`src/rtl/kbd_pkg.sv`:
```
// Shared types and constants for the PS/2 keyboard event queue.
// Contains the decoder state enum, the event record and the prefix byte values.
package kbd_pkg;

  localparam logic [7:0] KBD_PFX_EXT = 8'hE0;
  localparam logic [7:0] KBD_PFX_BRK = 8'hF0;
  localparam logic [7:0] KBD_NULL    = 8'h00;

  typedef enum logic [1:0] {
    ST_IDLE    = 2'd0,
    ST_EXT     = 2'd1,
    ST_BRK     = 2'd2,
    ST_EXT_BRK = 2'd3
  } kbd_state_e;

  typedef struct packed {
    logic       ext;
    logic       brk;
    logic [7:0] code;
  } kbd_evt_t;

endpackage

```
`src/rtl/kbd_evt_fifo.sv`:
```
// Synchronous event FIFO with power-of-two depth.
// The pointers carry one extra wrap bit, so full and empty are told apart without a counter.
module kbd_evt_fifo
  import kbd_pkg::*;
#(
  parameter int DEPTH = 8
) (
  input  logic                   clk,
  input  logic                   rst,
  input  logic                   i_push,
  input  kbd_evt_t               i_data,
  input  logic                   i_pop,
  output kbd_evt_t               o_head,
  output logic                   o_valid,
  output logic                   o_full,
  output logic [$clog2(DEPTH):0] o_fill
);

  localparam int AW = $clog2(DEPTH);

  logic [AW:0] r_wr;
  logic [AW:0] r_rd;
  kbd_evt_t    r_mem [DEPTH];

  logic w_empty;
  logic w_push;
  logic w_pop;

  assign w_empty = (r_wr == r_rd);
  assign o_full  = (r_wr[AW] != r_rd[AW]) && (r_wr[AW-1:0] == r_rd[AW-1:0]);
  assign w_push  = i_push & ~o_full;
  assign w_pop   = i_pop & ~w_empty;

  always_ff @(posedge clk) begin
    if (rst) begin
      r_wr <= '0;
      r_rd <= '0;
    end else begin
      if (w_push) r_wr <= r_wr + (AW+1)'(1);
      if (w_pop)  r_rd <= r_rd + (AW+1)'(1);
    end
  end

  // Storage needs no reset: nothing is visible until the write pointer moves.
  always_ff @(posedge clk) begin
    if (w_push) r_mem[r_wr[AW-1:0]] <= i_data;
  end

  assign o_head  = r_mem[r_rd[AW-1:0]];
  assign o_valid = ~w_empty;
  assign o_fill  = r_wr - r_rd;

endmodule

```
`src/rtl/kbd_evt_queue.sv`:
```
// PS/2 scancode decoder feeding an event FIFO, with press statistics and key-held tracking.
// Optional macro KBD_REPEAT_FILTER_EN drops typematic repeats of the held key.
//
// state      | meaning
// ST_IDLE    | no prefix pending
// ST_EXT     | E0 seen
// ST_BRK     | F0 seen
// ST_EXT_BRK | E0 F0 seen
module kbd_evt_queue
  import kbd_pkg::*;
#(
  parameter int DEPTH = 8,
  parameter int CNT_W = 8
) (
  input  logic                   clk,
  input  logic                   rst,
  input  logic                   in_valid,
  input  logic [7:0]             in_data,
  input  logic                   in_ovf,
  output logic                   in_ack,
  output logic                   evt_valid,
  input  logic                   evt_ready,
  output logic [7:0]             evt_code,
  output logic                   evt_ext,
  output logic                   evt_break,
  output logic [$clog2(DEPTH):0] fill,
  output logic [CNT_W-1:0]       press_cnt,
  output logic                   key_down,
  output logic [8:0]             last_key,
  output logic                   ovf_seen
);

  kbd_state_e       r_state;
  kbd_state_e       w_state_nxt;
  logic             r_ack;
  logic [CNT_W-1:0] r_press_cnt;
  logic             r_key_down;
  logic [8:0]       r_last_key;
  logic             r_ovf_seen;

  logic     w_full;
  logic     w_take;
  logic     w_emit;
  logic     w_repeat;
  logic     w_push;
  logic     w_match;
  kbd_evt_t w_evt;
  kbd_evt_t w_head;

  // A byte is taken only when the previous ack has retired and there is room.
  assign w_take = in_valid & ~r_ack & ~w_full;

  always_ff @(posedge clk) begin
    if (rst) r_state <= ST_IDLE;
    else     r_state <= w_state_nxt;
  end

  always_comb begin
    w_state_nxt = r_state;
    w_emit      = 1'b0;
    w_evt.ext   = (r_state == ST_EXT) || (r_state == ST_EXT_BRK);
    w_evt.brk   = (r_state == ST_BRK) || (r_state == ST_EXT_BRK);
    w_evt.code  = in_data;
    if (w_take) begin
      if (r_state == ST_IDLE && in_data == KBD_PFX_EXT) begin
        w_state_nxt = ST_EXT;
      end else if (r_state == ST_IDLE && in_data == KBD_PFX_BRK) begin
        w_state_nxt = ST_BRK;
      end else if (r_state == ST_EXT && in_data == KBD_PFX_BRK) begin
        w_state_nxt = ST_EXT_BRK;
      end else begin
        w_state_nxt = ST_IDLE;
        w_emit      = (in_data != KBD_NULL);
      end
    end
  end

  assign w_match = ({w_evt.ext, w_evt.code} == r_last_key);

`ifdef KBD_REPEAT_FILTER_EN
  assign w_repeat = ~w_evt.brk & r_key_down & w_match;
`else
  assign w_repeat = 1'b0;
`endif

  assign w_push = w_emit & ~w_repeat;

  always_ff @(posedge clk) begin
    if (rst) begin
      r_ack       <= 1'b0;
      r_press_cnt <= '0;
      r_key_down  <= 1'b0;
      r_last_key  <= '0;
      r_ovf_seen  <= 1'b0;
    end else begin
      r_ack <= w_take;
      if (in_ovf) r_ovf_seen <= 1'b1;
      if (w_push && !w_evt.brk) begin
        r_last_key  <= {w_evt.ext, w_evt.code};
        r_key_down  <= 1'b1;
        r_press_cnt <= r_press_cnt + CNT_W'(1);
      end else if (w_push && w_evt.brk && w_match) begin
        r_key_down <= 1'b0;
      end
    end
  end

  kbd_evt_fifo #(.DEPTH(DEPTH)) u_fifo (
    .clk     (clk),
    .rst     (rst),
    .i_push  (w_push),
    .i_data  (w_evt),
    .i_pop   (evt_ready),
    .o_head  (w_head),
    .o_valid (evt_valid),
    .o_full  (w_full),
    .o_fill  (fill)
  );

  assign in_ack    = r_ack;
  assign evt_code  = w_head.code;
  assign evt_ext   = w_head.ext;
  assign evt_break = w_head.brk;
  assign press_cnt = r_press_cnt;
  assign key_down  = r_key_down;
  assign last_key  = r_last_key;
  assign ovf_seen  = r_ovf_seen;

endmodule

```
`config.mk`:
```
export PLATFORM = sky130hd
export DESIGN_NAME = kbd_evt_queue
export DESIGN_NICKNAME = d
export VERILOG_FILES = /design/src/rtl/kbd_pkg.sv /design/src/rtl/kbd_evt_fifo.sv /design/src/rtl/kbd_evt_queue.sv
export SDC_FILE = /design/constraint.sdc
export NUM_CORES = 1
export LEC_CHECK = 0
export ABC_AREA = 1
export CAP_MARGIN = 20
export CORE_MARGIN = 1
export CORE_UTILIZATION = 40
export CTS_CLUSTER_SIZE = 25
export DETAILED_ROUTE_END_ITERATION = 10
export PLACE_DENSITY_LB_ADDON = 0.05
export SLEW_MARGIN = 40
export SYNTH_ARGS = -nofsm -noshare
export SYNTH_HDL_FRONTEND = slang
export SYNTH_SLANG_ARGS = --single-unit
```
`constraint.sdc`:
```
create_clock -name clk -period 6.8 [get_ports clk]
set_input_delay 1.36 -clock clk [delete_from_list [all_inputs] [get_ports clk]]
set_output_delay 1.36 -clock clk [all_outputs]
set_load 0.01 [all_outputs]
```
==> metrics.md <==
| Metric | Value |
|---|---|
| Pwr dens | ~300 nW/um2 |
| Critical path type | reg2out |
| Crit-path max FO | 41 |
| Clk slew on worst S/H paths | around 0.050 ns |
| Crit-path most repeated cell | nand2_1 |
| I/O Pins | 48 |
| CP Cell Sequence | buf_4 -> inv_2 -> nor2_1 -> o32ai_1 -> nand2_1 -> nand2_1 -> clkdlybuf4s50_1 |
| Worst path required time | 5.44 ns |
| Syn Inst Count | roughly 480 |
| # resized after CTS | 0 |
| Root Buffer | clkbuf_16 |
| Pint | 1349 uW |
| Clk_lat worst skew | 0.41 ns |
| HP Class | reg2reg |
| Endpoints failing setup | 0 |
| Setup Buffers After CTS | 0 |
| Total Routed Length | roughly 11 mm |
| Violated checks | design-rule violations |
| Post-synthesis cell type count | 27 |
| Initial Util | 41.77% |
| Vias per Instance | ~5 |
| Seq pwr share | ~42% |
| Initial antenna violation count | 0 |
| Yosys warns | 0 |
| Final worst-path cycle share | approximately 61% |
| Clk sinks | between 100 and 150 |
| Most frequent cells in the layout | nand2_1, nor2_1, edfxtp_1 |
| Buf/Inv on CP | 3 |
| Startpoint types | flip-flop |
| Seq. cell area | 3063 um2 |
| Leading cell type in the layout, fill and taps excluded | nand2_1 |
| Diode count | 0 |
| Slew HR | between 50% and 60% |
| Worst slew pin tran | 0.7358 ns |
| Antenna viol nets, final | 0 |
| Largest net degree at the start of global routing | 42 |
| DRC Markers | 4 |
| Maxcap violations | 0 |
| Port buffer count | 47 |
| Syn_area_per_cell | between 10 and 15 um2 |
| Largest delay share family, worst path | buffers and inverters |
| Register area share after synthesis | 62.88% |
| Synthesized area | slightly below 5000 um2 |
| Filler instances | about 1100 |
| Final-report hold violation count | 0 |
| Seq cells post-synth | around 110 |
| Die W | 112.4 um |
| Initial drt markers | roughly 220 |
| Switch Pwr | 483.3 uW |
| DR pass1 iterations | 8 |
| Post-Syn Nets | between 500 and 600 |
| Hold_buf cts | 0 |
| Clock power frac | approximately 40% |
| Footprint of the multi-input gates | about 1600 um2 |
| Global-route usage over all layers | between 10% and 20% |
| GP Congestion | around 0.75 |
| WL/cell | roughly 16 um |
| CTS Buf Count | 17 |
| Die ar. | ~13000 um2 |
| LEAKAGE | around 0.0022 uW |
| Final Max Tran Viols | 0 |
| Max incr delay on CP | roughly 0.60 ns |
| Gr ovfl total | 0 |
| Via count | 3476 |
| Core ar. | 11660 um2 |
| Pre-CTS setup slack | between 2 and 2.5 ns |
| RSZ-0062 raised after global routing | false |
| Max IR drop VDD | approximately 0.00014 V |
| H-tree depth | 4 |
| TritonCTS clock tree | built |
| Layout cells sized above 1 | a little under a tenth |
| Min Tclk post-route | 4.182 ns |
| Inst Count DP | between 600 and 700 |
| Final clock skew | roughly 0.0055 ns |
| Nets | approximately 550 |
| Setup ws final | between 2 and 3 ns |
| First-pass GRT wire length | approximately 18 mm |
| Switching Share | approximately a quarter |
| Setup_tns | 0 ns |
| Slowest CP cell | inv_2 |
| Crit end category | primary output |
| Max clock buf depth | 2 |
| Tot Pwr | approximately 1800 uW |
| Finished Layout Cells | roughly 690 |
| Vias in the first global route | 3468 |
| Num rows | 39 |
| Die H | between 100 and 150 um |
| WP data arrival | ~2.8 ns |
| F_max | ~240 MHz |
| Syn-to-layout area delta | 22.48% |
| Logic pwr share | between 10% and 20% |
| Detailed Place HPWL | approximately 7.0 mm |
| Run status | finished, violations left |
==> cell families (layout without fill, tap and decap cells) <==
| group | after synthesis | count (layout) | synth area share (%) |
|---|---|---|---|
| fa+ha+maj | 7 | 7 | 1.952 |
| xor+xnor | 13 | 13 | 2.338 |
| compound gates | 72 | 72 | 9.145 |
| simple gates | 219 | 219 | 18.73 |
| buf+inv | 57 | 120 | 4.957 |
| flops | 113 | 113 | 62.88 |
==> layout make-up <==
cell class	instances	share of cell area, %
Clock buffer	22	7.445
Tap cell	143	2.999
Inverter	34	2.139
Sequential cell	113	51.34
Multi-Input combinational cell	311	26.55
Timing Repair Buffer	54	8.767
Clock inverter	10	0.7550
==> worst min-delay path, cell delays in order (launching register included) <==
cell and delay [ns]:
dfxtp_1 0.30, nand2_1 0.07, a21oi_2 0.05
==> layer usage <==
layer | GRT usage [%] | part of all wire, % | vias to the layer above
li1 | - | - | 1742
met1 | 25.19 | 48 | 1650
met2 | 30.56 | 47 | 69
met3 | 5.778 | 4.2 | 15
met4 | 7.733 | 1.6 | 0
met5 | 0 | 0 | -
==> Yosys cell counts (all sizes together) <==
master | instances | area share, %
nand2 | 98 | 7.9
dfxtp | 33 | 14
fa | 1 | 0.41
o31ai | 1 | 0.15
inv | 33 | 2.5
nor2 | 91 | 7.4
nand3 | 24 | 2.8
o21ai | 25 | 2.6
edfxtp | 80 | 49
clkinv | 1 | 0.077
ha | 6 | 1.5
nor3 | 5 | 0.51
nand4 | 1 | 0.13
buf | 5 | 0.95
a21oi | 26 | 2.8
o32ai | 20 | 3.6
clkbuf | 18 | 1.4
xor2 | 7 | 1.3
xnor2 | 6 | 1.1
==> sequential cells by signal, indices dropped and copies added (netlist names), named ones only <==
signal and count:
press_cnt 8, in_ack 1, ovf_seen 1, u_fifo.r_mem 80, u_fifo.r_wr 4, key_down 1
last_key 9, r_state 2, u_fifo.r_rd 4
==> power by group through the flow <==
stage | registers, uW | logic [uW] | clock network [uW]
3_3_place_gp | 790 | 319 | 0
6_report | 776 | 318 | 738
2_1_floorplan | 789 | 182 | 0
4_1_cts | 776 | 322 | 750
5_1_grt | 779 | 352 | 783
3_5_place_dp | 790 | 320 | 0
==> stage by stage <==
step | hold slack [ns] | utilization (%) | area [um2]
2_1_floorplan | 0.4533 | - | 4871
3_3_place_gp | 0.4481 | 46.81 | 5459
3_5_place_dp | 0.4651 | 46.89 | 5469
4_1_cts | 0.4713 | 51.09 | 5958
5_1_grt | 0.4820 | 51.15 | 5966
6_report | 0.4680 | 51.15 | 5966
==> worst paths after layout <==
check                          startpoint                            to  slack (ns)  depth (start not counted)
setup / recovery                flip-flop                   evt_code[6]        2.62                          7
hold / removal      key_down$_SDFFE_PP0P_         key_down$_SDFFE_PP0P_        0.47                          2
setup reg to reg  r_state[1]$_SDFFE_PP0P_  u_fifo.r_mem[4][7]$_DFFE_PP_        3.80                          8
hold reg to reg     key_down$_SDFFE_PP0P_         key_down$_SDFFE_PP0P_        0.47                          2
No activity file was read; power rests on OpenSTA's default activity.
